[config.mk]
export PLATFORM = sky130hd
export DESIGN_NAME = axis_fft_bin_serializer
export DESIGN_NICKNAME = d
export VERILOG_FILES = /design/src/rtl/axis_fft_bin_serializer.sv
export SDC_FILE = /design/constraint.sdc
export NUM_CORES = 2
export LEC_CHECK = 0
export CAP_MARGIN = 20
export CORE_ASPECT_RATIO = 1.5
export CORE_MARGIN = 5
export CORE_UTILIZATION = 54
export DETAILED_ROUTE_END_ITERATION = 8
export PLACE_DENSITY = 0.9
export SYNTH_ARGS = -nofsm -noshare
export SYNTH_HDL_FRONTEND = slang
export SYNTH_SLANG_ARGS = --single-unit
export TNS_END_PERCENT = 10
[constraint.sdc]
create_clock -name s_axis_aclk -period 40.8 [get_ports s_axis_aclk]
set_input_delay 8.16 -clock s_axis_aclk [delete_from_list [all_inputs] [get_ports s_axis_aclk]]
set_output_delay 8.16 -clock s_axis_aclk [all_outputs]
set_load 0.05 [all_outputs]
[src/rtl/axis_fft_bin_serializer.sv]
// Splits one 512-bit beat of eight complex DFT bins into eight 64-bit beats, bin 0 first.
// A hold register feeds the output mux and a pending buffer absorbs the next frame.
module axis_fft_bin_serializer #(
    parameter int C_AXIS_TIN_WIDTH   = 512,
    parameter int C_AXIS_TDATA_WIDTH = 64,
    parameter int C_SAMPLE_WIDTH     = 32,
    parameter int C_FRAME_CNT_WIDTH  = 16
) (
    input  logic                          s_axis_aclk,
    input  logic                          s_axis_areset,
    input  logic                          s_axis_tvalid,
    output logic                          s_axis_tready,
    input  logic [C_AXIS_TIN_WIDTH-1:0]   s_axis_tdata,
    output logic                          m_axis_tvalid,
    input  logic                          m_axis_tready,
    output logic [C_AXIS_TDATA_WIDTH-1:0] m_axis_tdata,
    output logic                          m_axis_tlast,
    output logic [2:0]                    m_axis_tuser,
    output logic [C_FRAME_CNT_WIDTH-1:0]  frame_count
);

    localparam int unsigned BEAT_W = 2 * C_SAMPLE_WIDTH;

    // Handshakes: a beat transfers on a rising edge where valid and ready are both high;
    // valid never depends on ready, and a presented beat stays stable until it transfers.
    logic [C_AXIS_TIN_WIDTH-1:0]  r_hold;
    logic [C_AXIS_TIN_WIDTH-1:0]  r_pend;
    logic                         r_hold_valid;
    logic                         r_p_valid;
    logic [2:0]                   r_cnt;
    logic                         r_s_tready;
    logic [C_FRAME_CNT_WIDTH-1:0] r_frame_count;

    logic w_s_fire;
    logic w_m_fire;
    logic w_last_fire;
    logic w_p_valid_nxt;

    assign w_s_fire    = s_axis_tvalid & r_s_tready;
    assign w_m_fire    = r_hold_valid & m_axis_tready;
    assign w_last_fire = w_m_fire & (r_cnt == 3'd7);

    // P only fills when H is busy and not handing off; a bin-7 handoff always empties it.
    assign w_p_valid_nxt = w_last_fire ? 1'b0 : (r_p_valid | (w_s_fire & r_hold_valid));

    always_ff @(posedge s_axis_aclk) begin
        if (!s_axis_areset) begin
            r_hold        <= '0;
            r_hold_valid  <= 1'b0;
            r_p_valid     <= 1'b0;
            r_cnt         <= 3'd0;
            r_s_tready    <= 1'b0;
            r_frame_count <= '0;
        end else begin
            r_p_valid  <= w_p_valid_nxt;
            r_s_tready <= ~w_p_valid_nxt;
            if (w_last_fire) begin
                r_frame_count <= r_frame_count + 1'b1;
                r_cnt         <= 3'd0;
                if (r_p_valid) begin
                    r_hold <= r_pend;
                end else if (w_s_fire) begin
                    r_hold <= s_axis_tdata;
                end else begin
                    r_hold_valid <= 1'b0;
                end
            end else begin
                if (w_m_fire) begin
                    r_cnt <= r_cnt + 3'd1;
                end
                if (w_s_fire) begin
                    if (!r_hold_valid) begin
                        r_hold       <= s_axis_tdata;
                        r_hold_valid <= 1'b1;
                        r_cnt        <= 3'd0;
                    end else begin
                        r_pend <= s_axis_tdata;
                    end
                end
            end
        end
    end

    assign s_axis_tready = r_s_tready;
    assign m_axis_tvalid = r_hold_valid;
    assign m_axis_tdata  = r_hold[32'(r_cnt) * BEAT_W +: BEAT_W];
    assign m_axis_tuser  = r_cnt;
    assign m_axis_tlast  = (r_cnt == 3'd7);
    assign frame_count   = r_frame_count;

endmodule

==> flow_summary_export.csv <==
group,metric,value,unit
synthesis,syn_inst,3698,
timing,worstMarginPinSlew,1.21,ns
setup_path,cp-end-kind,"primary output",
timing,clock.fmax,78.4,MHz
timing,timing.slew.headroom,0.192,
setup_path,cp-start-kind,"flop",
clocking,root_buffer,"clkbuf_16",
setup_path,crit_type,"flop to primary output",
placement,place_ws,28.41,ns
global_routing,grt.overflow.total,0,
placement,dpl.hpwl,74900,µm
global_routing,grt_max_degree,303,
floorplanning,row_count,124,
placement,place.gp.congestion,0.893,
clocking,clk-insertion-delay-late,0.67,ns
finish,fillCellCount,5134,
global_routing,grt.total_usage,0.277,
clocking,numCtsBuffers,94,
floorplanning,fp.dieH,350,µm
timing,rsz0062_at_grt,"false",
finish,nNetsFinal,4620,
floorplanning,start_util,0.546,
timing,fin_crit,12.76,ns
finish,syn_to_final_growth,22.1,%
timing,period_share,0.313,
clocking,cts_hold_buf,0,
synthesis,synthDistinctLibCells,35,
synthesis,ys_seq_area_frac,0.625,
timing,worst_slack,28.04,ns
synthesis,synth.avg_cell_area,11.3,µm²
setup_path,cp.required,32.64,ns
detailed_routing,drt_wl_total,123000,µm
synthesis,synthFlopType,"dfxtp_1",
synthesis,yosys-top-cells-area,"edfxtp_1 37%, dfxtp_1 26%, nand2_1 9.3%, a31oi_1 7.7%, mux4_2 6.9%",
synthesis,ys_warn_count,0,
clocking,cts-resized-gates,0,
setup_path,path_common_cell,"buf_4",
global_routing,antenna_found_initial,68,
detailed_routing,via_count,32888,
setup_path,cp_cell_sequence,"buf_4 -> buf_4 -> mux4_2 -> mux2_2 -> clkdlybuf4s50_1",
finish,layout_common_cells,"1035 x nand2_1, 600 x clkdlybuf4s50_1, 531 x dfxtp_1, 519 x o21ai_0, 513 x a31oi_1",
synthesis,async_flop_share,0,
floorplanning,die_area,82900,µm²
power_and_ir_drop,p_leak,17.8,nW
global_routing,grt_pass1_vias,31972,
timing,finalSetupViolCount,0,
clocking,htreeDepth,3,
clocking,tritoncts,"done",
timing,skew,0.0293,ns
setup_path,arrival,4.60,ns
clocking,postCtsSetupBuffers,0,
detailed_routing,wl_per_cell,23.5,µm
synthesis,synth.top_cell.area_share,0.369,
synthesis,syn_area,41700,µm²
worst_hold_path,hold_class,"flop to flop",
setup_path,critPathMaxFanout,32,
finish,finalInstanceArea,50900,µm²
power_and_ir_drop,p_per_area,45.3,nW/µm²
flow_run,drv_cap,0,
finish,layout-drive-gt1-share,0.0906,
synthesis,synth_edf_count,512,
synthesis,ys_ff_latch,1046,
synthesis,synth.largest_area_cell,"edfxtp_1",
setup_path,critical_path.max_stage_delay,0.82,ns
placement,io_buffers,601,
floorplanning,pin_count,602,
placement,dpl_cell_area,47500,µm²
clocking,clock-sinks,1046,
clocking,cts_buffer_depth,3,
finish,final_common_cell,"nand2_1",
detailed_routing,dr.pass1.iters,9,
detailed_routing,postRouteAntennaNets,0,
setup_path,critPathSlowestCell,"dfxtp_4",
detailed_routing,routed_via_density,6.26,
floorplanning,die_w,237,µm
timing,totalNegativeSetupSlack,0,ns
timing,report.final.slew_viol_count,0,
clocking,path_clk_slew,0.07,ns
synthesis,synth_fp_nets,4217,
detailed_routing,drc,0,
detailed_routing,drtIter0Drc,4136,
floorplanning,core_area,76300,µm²
power_and_ir_drop,irDropWorstVdd,37.6,µV
global_routing,grt_pass1_wl,183000,µm
timing,hold_violations,0,
run_status,status,"complete, no violations",
kinds of logic after synthesis:
group,after synthesis,share of synthesized area
AND/OR/NAND/NOR,1077,0.0994
AO/OA/AOI/OAI,1046,0.142
flip-flops,1046,0.625
buffers and inverters,324,0.0436
multiplexers,193,0.0867
XOR/XNOR,9,0.00189
adder cells (fa/ha/maj),3,0.000901
report_power, final:
| group | switching [mW] | internal [mW] |
|---|---|---|
| Sequential | 0.0279 | 1.15 |
| Clock | 0.401 | 0.516 |
| Combinational | 0.112 | 0.102 |
| Total | 0.542 | 1.76 |
area by class of cell:
cell class / count / area, µm² / area share
clock inverters: 47 / 528 / 0.0104
well taps: 1008 / 1260 / 0.0248
clock buffers: 129 / 2680 / 0.0526
multi-input cells: 2328 / 13800 / 0.272
diodes: 67 / 168 / 0.00330
inverters: 1 / 3.75 / 0.0000738
flip-flops and latches: 1046 / 26100 / 0.513
repair buffers: 630 / 6350 / 0.125
Yosys cell counts (all sizes together) (2+ instances only):
cell	instances
nand3	10
and2	9
nand2	1035
nand4	5
dfxtp	534
and4	3
edfxtp	512
xnor2	7
mux2	64
xor2	2
mux4	128
or3	6
clkbuf	132
a31oi	513
o21ai	519
o211ai	2
ha	3
and3	4
a21boi	7
a21oi	2
nor2	3
buf	191
metal layers:
| metal | wire [µm] | track usage | up-vias |
|---|---|---|---|
| met3 | 11200 | 0.0587 | 399 |
| met1 | 44200 | 0.346 | 16044 |
| met5 | 128 | 0 | - |
| met2 | 60400 | 0.452 | 2014 |
| li1 | - | - | 14411 |
| met4 | 7440 | 0.154 | 20 |
worst paths after layout:
kind | endpoint | slack, ns | depth (start not counted) | start
setup reg to reg | r_hold[97] | 35.20 | 10 | m_axis_tuser[0]
hold reg to reg | frame_count[13] | 0.51 | 2 | frame_count[13]
setup / recovery | m_axis_tdata[48] | 28.04 | 5 | m_axis_tuser[0]
hold / removal | frame_count[13] | 0.51 | 2 | frame_count[13]
critical path: cells and delay by family, from the launching register on:
family | cells | cell delay [ns]
buffers and inverters | 3 | 2.04
muxes | 2 | 0.94
DFF | 1 | 0.82
registers in the layout, indices dropped and copies added, names as in the netlist:
name / count
frame_count: 16
m_axis_tuser: 3
m_axis_tvalid: 1
r_hold: 512
r_p_valid: 1
r_pend: 512
s_axis_tready: 1
per-stage QoR:
step	utilization	std cells	hold slack (ns)	total power, mW
global route	0.666	5243	0.531	2.38
finish	0.667	5256	0.507	2.31
CTS	0.664	5188	0.506	2.31
global placement	0.622	5012	0.485	1.39
detailed placement	0.622	5012	0.495	1.40
floorplan	-	3698	0.505	1.31
Note: power is estimated with default switching activity, not from simulation.
